## src/rtl/y86_pkg.sv

```systemverilog
// Shared Y86-64 definitions: icode constants, fetch FSM states and the
// instruction-shape predicates also used by the Fetch stage.
package y86_pkg;

    localparam logic [3:0] IHALT   = 4'h0;
    localparam logic [3:0] INOP    = 4'h1;
    localparam logic [3:0] IRRMOVQ = 4'h2;
    localparam logic [3:0] IIRMOVQ = 4'h3;
    localparam logic [3:0] IRMMOVQ = 4'h4;
    localparam logic [3:0] IMRMOVQ = 4'h5;
    localparam logic [3:0] IOPQ    = 4'h6;
    localparam logic [3:0] IJXX    = 4'h7;
    localparam logic [3:0] ICALL   = 4'h8;
    localparam logic [3:0] IRET    = 4'h9;
    localparam logic [3:0] IPUSHQ  = 4'hA;
    localparam logic [3:0] IPOPQ   = 4'hB;
    localparam logic [3:0] IIADDQ  = 4'hC;

    localparam int unsigned MAX_IBYTES = 10;

    typedef enum logic [2:0] {
        ST_IDLE,
        ST_B0,
        ST_LEN,
        ST_REST,
        ST_RESP
    } fetch_state_e;

    // Instruction carries a register-specifier byte.
    function automatic logic need_regids(input logic [3:0] icode);
        return icode inside {IRRMOVQ, IOPQ, IPUSHQ, IPOPQ,
                             IIRMOVQ, IRMMOVQ, IMRMOVQ, IIADDQ};
    endfunction

    // Instruction carries an 8-byte constant word.
    function automatic logic need_valC(input logic [3:0] icode);
        return icode inside {IIRMOVQ, IRMMOVQ, IMRMOVQ, IJXX, ICALL, IIADDQ};
    endfunction

endpackage

```

## src/rtl/y86_instr_len.sv

```systemverilog
// Instruction length decoder: icode -> total byte count (1, 2, 9 or 10).
// Unknown icodes report length 1 so the byte is returned for downstream checks.
module y86_instr_len
    import y86_pkg::*;
(
    input  logic [3:0] icode,
    output logic [3:0] length
);

    // Length = opcode byte + optional regid byte + optional 8-byte constant.
    always_comb begin
        length = 4'd1;
        if (need_regids(icode)) length = length + 4'd1;
        if (need_valC(icode))   length = length + 4'd8;
    end

endmodule

```

## src/rtl/y86_imem_fetcher.sv

```systemverilog
// Byte-serial Y86-64 instruction fetcher: reads only the bytes the
// instruction needs from a byte-wide synchronous memory and returns the
// 80-bit little-endian window plus an out-of-range error flag.
module y86_imem_fetcher
    import y86_pkg::*;
#(
    parameter logic [63:0] MEM_BYTES = 64'd65536
) (
    input  logic        clk,
    input  logic        rst_n,
    input  logic        req_valid,
    input  logic [63:0] req_pc,
    output logic        req_ready,
    output logic        rsp_valid,
    input  logic        rsp_ready,
    output logic [79:0] rsp_ibytes,
    output logic        rsp_imem_error,
    output logic        mem_rd,
    output logic [63:0] mem_addr,
    input  logic [7:0]  mem_rdata
);

    fetch_state_e r_state;
    fetch_state_e w_next;

    logic [63:0]                  r_pc;
    logic [MAX_IBYTES-1:0][7:0]   r_win;
    logic                         r_err;
    logic [3:0]                   r_idx;
    logic [3:0]                   r_len;

    logic [3:0]  w_len;
    logic [3:0]  w_rd_k;
    logic [64:0] w_sum;
    logic        w_oob;
    logic        w_more;

    y86_instr_len u_len (
        .icode  (mem_rdata[7:4]),
        .length (w_len)
    );

    // Offset of the byte that would be read this cycle: 0 in B0, otherwise
    // the byte after the one currently returning.
    assign w_rd_k = (r_state == ST_B0) ? 4'd0 : r_idx + 4'd1;
    // 65-bit sum so a carry out of 64 bits also counts as out of range.
    assign w_sum  = {1'b0, r_pc} + {61'd0, w_rd_k};
    assign w_oob  = (w_sum >= {1'b0, MEM_BYTES});
    assign w_more = ((r_idx + 4'd1) < r_len);

    assign rsp_ibytes     = r_win;
    assign rsp_imem_error = r_err;

    // State register.
    always_ff @(posedge clk or negedge rst_n) begin
        if (!rst_n) r_state <= ST_IDLE;
        else        r_state <= w_next;
    end

    // Next-state and handshake / memory strobe decode.
    always_comb begin
        w_next    = r_state;
        req_ready = 1'b0;
        rsp_valid = 1'b0;
        mem_rd    = 1'b0;
        mem_addr  = '0;
        case (r_state)
            ST_IDLE: begin
                req_ready = 1'b1;
                if (req_valid) w_next = ST_B0;
            end
            ST_B0: begin
                if (w_oob) begin
                    w_next = ST_RESP;
                end else begin
                    mem_rd   = 1'b1;
                    mem_addr = w_sum[63:0];
                    w_next   = ST_LEN;
                end
            end
            ST_LEN: begin
                if (w_len == 4'd1 || w_oob) begin
                    w_next = ST_RESP;
                end else begin
                    mem_rd   = 1'b1;
                    mem_addr = w_sum[63:0];
                    w_next   = ST_REST;
                end
            end
            ST_REST: begin
                if (!w_more || w_oob) begin
                    w_next = ST_RESP;
                end else begin
                    mem_rd   = 1'b1;
                    mem_addr = w_sum[63:0];
                end
            end
            ST_RESP: begin
                rsp_valid = 1'b1;
                if (rsp_ready) w_next = ST_IDLE;
            end
            default: w_next = ST_IDLE;
        endcase
    end

    // Datapath: latch PC, collect returning bytes, record range errors.
    always_ff @(posedge clk or negedge rst_n) begin
        if (!rst_n) begin
            r_pc  <= '0;
            r_win <= '0;
            r_err <= 1'b0;
            r_idx <= '0;
            r_len <= '0;
        end else begin
            case (r_state)
                ST_IDLE: begin
                    if (req_valid) begin
                        r_pc  <= req_pc;
                        r_win <= '0;
                        r_err <= 1'b0;
                        r_idx <= '0;
                        r_len <= '0;
                    end
                end
                ST_B0: begin
                    if (w_oob) begin
                        r_err <= 1'b1;
                        r_win <= '0;
                    end
                end
                ST_LEN: begin
                    r_win[0] <= mem_rdata;
                    r_len    <= w_len;
                    if (w_len != 4'd1) begin
                        // Later assignment to the whole window overrides byte 0.
                        if (w_oob) begin
                            r_err <= 1'b1;
                            r_win <= '0;
                        end else begin
                            r_idx <= 4'd1;
                        end
                    end
                end
                ST_REST: begin
                    r_win[r_idx] <= mem_rdata;
                    if (w_more) begin
                        if (w_oob) begin
                            r_err <= 1'b1;
                            r_win <= '0;
                        end else begin
                            r_idx <= r_idx + 4'd1;
                        end
                    end
                end
                default: ;
            endcase
        end
    end

endmodule

```

## config.mk

```make
export PLATFORM = sky130hd
export DESIGN_NAME = y86_imem_fetcher
export DESIGN_NICKNAME = d
export VERILOG_FILES = /design/src/rtl/y86_pkg.sv /design/src/rtl/y86_instr_len.sv /design/src/rtl/y86_imem_fetcher.sv
export SDC_FILE = /design/constraint.sdc
export NUM_CORES = 1
export LEC_CHECK = 0
export CORE_MARGIN = 4
export CORE_UTILIZATION = 40
export CTS_BUF_LIST = sky130_fd_sc_hd__clkbuf_4
export DETAILED_ROUTE_END_ITERATION = 12
export PLACE_DENSITY_LB_ADDON = 0.1
export SYNTH_ARGS = -nofsm -noshare
export SYNTH_HDL_FRONTEND = slang
export SYNTH_SLANG_ARGS = --single-unit
```

## constraint.sdc

```tcl
create_clock -name clk -period 5.5 [get_ports clk]
set_clock_uncertainty 0.2 [all_clocks]
set_input_delay 0.825 -clock clk [delete_from_list [all_inputs] [get_ports clk]]
set_output_delay 0.825 -clock clk [all_outputs]
set_load 0.01 [all_outputs]
```

==> Word-level counts from Yosys, hierarchy flattened <==
Cells that the tools add are included.
{ "word_totals": {"register_bits": 156, "input_bits": 76, "out_inout_bits": 148, "elab_cells": 105} }
{ "classes": {"n_addsub": 3, "order_cmp": 4, "eq_ne": 25, "mux": 41, "reduce_logical": 17} }
{ "ops": {"columns": ["cell", "n"], "rows": [
  ["$mux 80", 6],
  ["$pmux 80 s4", 1],
  ["$mux 64", 3],
  ["$pmux 64 s3", 1],
  ["$bwmux 80", 1],
  ["$add 64x4->65", 1],
  ["$ge 65x17->1 const B", 1],
  ["$demux 8 s4", 1],
  ["$mux 4", 7],
  ["$ne 2x2->1 const B", 9],
  ["$eq 4x3->1 const B", 4],
  ["$eq 4x4->1 const B", 4],
  ["$mux 3", 5],
  ["$pmux 3 s5", 1],
  ["$pmux 4 s3", 1],
  ["$mux 1", 9],
  ["$eq 4x2->1 const B", 2],
  ["$mux 8", 1],
  ["$pmux 4 s2", 1],
  ["$reduce_bool 8->1", 1],
  ["$eq 3x2->1 const B", 2],
  ["$reduce_and 3->1", 2],
  ["$reduce_and 6->1", 1],
  ["$reduce_bool 6->1", 1],
  ["other kinds (22)", 24]
]} }

==> Depth between registers and ports, before layout <==
{ "depth": {"word_depth": 9, "ltp_mapped": 19, "ltp_nobuf": 14} }

==> Modules after synthesis <==
A second synthesis with hierarchy kept.
{ "hier_totals": {"cells_unflattened": 1214, "area_unflattened_um2": 9887.0} }
{ "modules_own_cells": {"columns": ["mod", "instances", "cells_per_inst", "area_each_um2", "seq_area_each_um2"], "rows": [
  ["y86_imem_fetcher", 1, 1205, 9826.9, 3903.7],
  ["y86_instr_len", 1, 9, 60.1, 0.0]
]} }

==> Least setup slack after synthesis <==
OpenSTA, ideal clock, no wires.
{ "synth_timing": {"path_type": "register to output", "from": "reg r_state[0]", "to": "out mem_addr[4]", "arrival_time_ps": 4442, "setup_slack_ps": 33, "path_stages_with_launch": 17, "n_path_buf": 3, "cell_sequence": "dfrtp_1 clkbuf_1 nor3b_1 nor2_1 ha_1 a21o_1 a21oi_1 or4_4 or4_4 or4b_1 a21oi_1 and4_1 buf_6 nand2_1 a211o_1 buf_6 nor3_1"} }
{ "synth_between": {"elab_chain_len": 7} }
{ "synth_rtl": {"columns": ["item", "line_no", "text"], "rows": [
  ["start, declared", "y86_imem_fetcher.sv:23", "fetch_state_e r_state;"],
  ["start signal, assigned", "y86_imem_fetcher.sv:57", "else r_state <= w_next;"],
  ["$eq 3x1->1", "y86_imem_fetcher.sv:45, y86_imem_fetcher.sv:67", null],
  ["$mux 4", "y86_imem_fetcher.sv:45", "assign w_rd_k = (r_state == ST_B0) ? 4'd0 : r_idx + 4'd1;"],
  ["$add 64x4->65", "y86_imem_fetcher.sv:47", "assign w_sum = {1'b0, r_pc} + {61'd0, w_rd_k};"],
  ["$ge 65x17->1", "y86_imem_fetcher.sv:48", "assign w_oob = (w_sum >= {1'b0, MEM_BYTES});"],
  ["$logic_or 1x1->1 (on tied branches)", "y86_imem_fetcher.sv:91, y86_imem_fetcher.sv:82", null],
  ["$mux 64 (on tied branches)", "y86_imem_fetcher.sv:91, y86_imem_fetcher.sv:82", null],
  ["$pmux 64 s3 *", "y86_imem_fetcher.sv:67", "case (r_state)"],
  ["end, declared", "y86_imem_fetcher.sv:19", "output logic [63:0] mem_addr,"]
]} }
Every way passes the cells marked *; elsewhere a longest branch is shown, timed or not.

==> Final worst setup path <==
{ "layout_timing": {"from": "reg r_state[2]", "to": "out mem_addr[4]"} }
Same word-level chain as after synthesis.

==> metrics.log <==
[metrics] status: finished, violations left
[metrics] violations in the final reports: setup timing
[metrics] Residual DRC: 0
[metrics] Post-DP HPWL: 20140 µm
[metrics] kind of end point of the critical path: output port
[metrics] core footprint: between 0.02 and 0.025 mm²
[metrics] routed wirelength normalized by instance count: roughly 17 µm
[metrics] cell-internal power: 0.002248 W
[metrics] number of nets with antenna violations after detailed routing: 0
[metrics] net switching power: between 0.0015 and 0.002 W
[metrics] largest net degree at the start of global routing: 82
[metrics] RSZ-0062 raised after global routing: yes
[metrics] number of vias after detailed routing: 8672
[metrics] H-tree depth reported by CTS: 4
[metrics] path type of the worst setup path: flop to output port
[metrics] maximum clock frequency: 0.1774 GHz
[metrics] sequential share of the synthesized area: 0.4132
[metrics] cell at the root of the clock tree: sky130_fd_sc_hd__clkbuf_4
[metrics] count of unique library cells instantiated by Yosys: 72
[metrics] Slew @ Worst Pin: 0.7526 ns
[metrics] most common cell after layout, fill and taps aside: sky130_fd_sc_hd__nand2_1
[metrics] MaxCap Viol Count: 0
[metrics] Hold Path Class: input pin to asynchronous set/reset pin
[metrics] synthesized instance count: between 1000 and 1500
[metrics] Area contributors post-synth: sky130_fd_sc_hd__dfrtp_1, sky130_fd_sc_hd__nand2_1, sky130_fd_sc_hd__a21o_1
[metrics] register bit count reported by yosys: around 160
[metrics] final critical-path setup slack: -0.1378 ns
[metrics] commonest register cell after synthesis: sky130_fd_sc_hd__dfrtp_1
[metrics] max-slew headroom at the worst pin: 0.4983
[metrics] critical path data required time: 4.47 ns
[metrics] clk slew on worst S/H paths: 0.16 ns
[metrics] critical path endpoint: mem_addr[4]
[metrics] Global Route Usage Sum: 0.2100
[metrics] R2R Setup Slk: 0.66 ns
[metrics] Reg-to-Reg End: rsp_ibytes[59]
[metrics] Post-Synthesis Cell Area: between 0.009 and 0.01 mm²
[metrics] share of the clock period used by the worst path: 1.025
[metrics] TritonCTS clock tree: done
[metrics] Post-synth ARST share: 1.000
[metrics] leakage power total: 5.613 nW
[metrics] layout cells sized above 1: 0.1367
[metrics] Post-Place Cells: between 1500 and 2000
[metrics] share of total power in combinational logic: 0.345
[metrics] Avg Vias per Cell: 5.202
[metrics] drt total wl: roughly 28000 µm
[metrics] clock network power share: 0.213
[metrics] detailed-router iteration count before antenna repair: 5
[metrics] final weighted congestion of routability-driven global placement: 0.8994
[metrics] beginning of the worst register-to-register path: r_state[2]
[metrics] number of buffers created by CTS: 17
[metrics] synthesized area divided by synthesized cell count: roughly 8.3 µm²
[metrics] switch share: 0.4172
[metrics] FF+latch area: approximately 0.0039 mm²
[metrics] Power, Total: 0.003857 W
[metrics] wire length of the first global-routing pass: about 44000 µm
[metrics] highest-count cells in the layout ignoring fill and taps: sky130_fd_sc_hd__nand2_1, sky130_fd_sc_hd__clkdlybuf4s50_1, sky130_fd_sc_hd__dfrtp_1
[metrics] Starting Density: 0.4109
[metrics] standard cell area after detailed placement: 0.01162 mm²
[metrics] buffers from clock root to sink, at most: 2
[metrics] power per standard cell area: 316.1 mW/mm²
[metrics] post-synth top area share: 0.4132
[metrics] worst-case vdd ir drop: 189.9 µV
[metrics] chip width: 161.2 µm
[metrics] Critical Path Fanout Max: 4
[metrics] First DRT Iteration DRCs: between 600 and 700
[metrics] Die H: 161.2 µm
[metrics] count of synthesis-stage warnings from yosys: 0
[metrics] area of the multi-input gates: about 0.0051 mm²
[metrics] CP Data Arrival Time: 4.61 ns
[metrics] final-layout fill cell count: 2251
[metrics] Cell Count, Final, Fillers Out: 1667
[metrics] dominant cell type by area after synthesis: sky130_fd_sc_hd__dfrtp_1
[metrics] ports placed on the boundary: between 200 and 250
[metrics] Die Footprint: approximately 0.026 mm²
[metrics] Port Buffers: 175
[metrics] clock insertion delay at the later pin of the skew report: 0.56 ns
[metrics] total number of clock tree sinks: 155
[metrics] number of global-route vias before repair: between 8000 and 9000
[metrics] total count of hold-check failures in the final report: 0
[metrics] post-route cell area: between 0.01 and 0.015 mm²
[metrics] Final Max Tran Viols: 0
[metrics] Synth-to-Final Area Change: 29.97%
[metrics] Setup crit start kind: flop
[metrics] proportion of power drawn by flip-flops and latches: 0.442
[metrics] number of setup violations in the final report: 13
[metrics] Final Net Count: roughly 1400
[metrics] number of antenna violations at the first check in global routing: 1
[metrics] startpoint of the worst setup timing path: r_state[2]
[metrics] Row Count: 55
[metrics] GRT Residual Overflow: 0
[metrics] number of synthesized flops with an enable pin: 0
[metrics] reg2reg path depth: 21
[metrics] CTS Hold Bufs: 0
[metrics] time the worst path needs with I/O delays and setup: about 5.6 ns
cells in the mapped netlist (6+ instances only):
library cell	number
sky130_fd_sc_hd__dfrtp_1	155
sky130_fd_sc_hd__xor2_1	11
sky130_fd_sc_hd__a21o_1	59
sky130_fd_sc_hd__o21ai_0	20
sky130_fd_sc_hd__buf_4	48
sky130_fd_sc_hd__nand2_1	326
sky130_fd_sc_hd__a221o_1	17
sky130_fd_sc_hd__and4_1	11
sky130_fd_sc_hd__a21oi_1	69
sky130_fd_sc_hd__inv_1	21
sky130_fd_sc_hd__nor4_1	13
sky130_fd_sc_hd__a22o_1	9
sky130_fd_sc_hd__nor2b_1	7
sky130_fd_sc_hd__xnor2_1	15
sky130_fd_sc_hd__clkbuf_1	32
sky130_fd_sc_hd__nand4_1	26
sky130_fd_sc_hd__ha_1	10
sky130_fd_sc_hd__and3_1	18
sky130_fd_sc_hd__buf_1	16
sky130_fd_sc_hd__buf_6	11
sky130_fd_sc_hd__and2_1	10
sky130_fd_sc_hd__nor2_1	44
sky130_fd_sc_hd__mux2i_1	7
sky130_fd_sc_hd__nand3_1	40
sky130_fd_sc_hd__nor3b_1	23
sky130_fd_sc_hd__nor3_1	16
sky130_fd_sc_hd__nor2_4	6
worst min-delay path by stage:
stage             startpoint        endpoint  slack [ns]
2_1_floorplan        r_pc[0]         r_pc[0]        0.25
3_3_place_gp         r_pc[0]         r_pc[0]        0.28
3_5_place_dp   rsp_ibytes[4]   rsp_ibytes[4]        0.29
4_1_cts                rst_n  rsp_ibytes[65]        0.08
5_1_grt                rst_n  rsp_ibytes[65]        0.08
6_report               rst_n  rsp_ibytes[65]        0.08
power by group through the flow:
stage          Clock [W]  Combinational [W]  Sequential [W]
6_report        0.000823            0.00133         0.00170
3_3_place_gp           0            0.00129         0.00171
4_1_cts         0.000851            0.00132         0.00170
5_1_grt         0.000898            0.00149         0.00175
2_1_floorplan          0           0.000871         0.00164
3_5_place_dp           0            0.00130         0.00172
flip-flops by register name, summed over array words and instances (netlist names):
name and flops:
r_idx 4, rsp_ibytes 80, rsp_imem_error 1, r_pc 64, r_state 3, r_len 3
through the flow:
step                      TNS (ns)    util  setup WS (ns)  hold WS [ns]
after CTS                   -4.345  0.5312        -0.3211       0.07876
after floorplan                  0       -        0.03262        0.2523
after detailed placement    -2.407  0.5086        -0.1632        0.2856
final                      -0.6883  0.5341        -0.1378       0.08472
after global placement      -1.034  0.5086       -0.07529        0.2802
after global routing        -5.212  0.5341        -0.4160       0.07658
repair_timing:
action                     CTS  global route
gates cloned                 2             0
hold endpoints to repair     0             0
buffers inserted             8             4
pin swaps                   23            11
resized for setup           99            21
setup endpoints to repair   17            17
routing by layer:
| metal | up-vias | part of all wire | wire length [µm] | global-route usage |
|---|---|---|---|---|
| met5 | - | 0 | 0 | 0 |
| met1 | 4140 | 0.44 | 12320 | 0.2804 |
| met3 | 33 | 0.048 | 1323 | 0.03725 |
| li1 | 4247 | - | - | - |
| met4 | 0 | 0.017 | 474 | 0.05777 |
| met2 | 252 | 0.49 | 13680 | 0.3532 |
logic make-up after synthesis:
| family | after synthesis | share of synthesized area |
|---|---|---|
| AO/OA/AOI/OAI | 213 | 0.1571 |
| XOR/XNOR | 26 | 0.02426 |
| adder cells (fa/ha/maj) | 12 | 0.01653 |
| buffers and inverters | 133 | 0.08157 |
| flip-flops | 155 | 0.4132 |
| multiplexers | 10 | 0.01106 |
| other | 1 | 0.0003995 |
| AND/OR/NAND/NOR | 576 | 0.2959 |
area by class of cell:
type | instances | area share
Multi-Input combinational cell | 885 | 0.4144
Sequential cell | 155 | 0.3179
Timing Repair Buffer | 259 | 0.2009
Tap cell | 313 | 0.03210
Clock inverter | 14 | 0.01702
Clock buffer | 17 | 0.01046
Inverter | 23 | 0.007075
Antenna cell | 1 | 0.0002051
critical path, cell delays in order, from the launching register on:
cell                       delay, ns
sky130_fd_sc_hd__dfrtp_1        0.42
sky130_fd_sc_hd__nor3b_1        0.19
sky130_fd_sc_hd__buf_4          0.16
sky130_fd_sc_hd__nor2_2         0.03
sky130_fd_sc_hd__ha_2           0.18
sky130_fd_sc_hd__fa_2           0.36
sky130_fd_sc_hd__buf_4          0.15
sky130_fd_sc_hd__a211oi_2       0.19
sky130_fd_sc_hd__buf_4          0.15
sky130_fd_sc_hd__nor2_1         0.07
sky130_fd_sc_hd__buf_4          0.16
sky130_fd_sc_hd__and4_1         0.20
sky130_fd_sc_hd__a211oi_2       0.19
sky130_fd_sc_hd__o22ai_1        0.12
sky130_fd_sc_hd__a211o_1        0.28
sky130_fd_sc_hd__nor4_4         0.27
sky130_fd_sc_hd__nand2_2        0.10
sky130_fd_sc_hd__a211o_4        0.33
sky130_fd_sc_hd__buf_6          0.14
sky130_fd_sc_hd__nor3_2         0.09
sky130_fd_sc_hd__buf_4          0.15
sky130_fd_sc_hd__buf_6          0.09
Note: power is estimated with default switching activity, not from simulation.
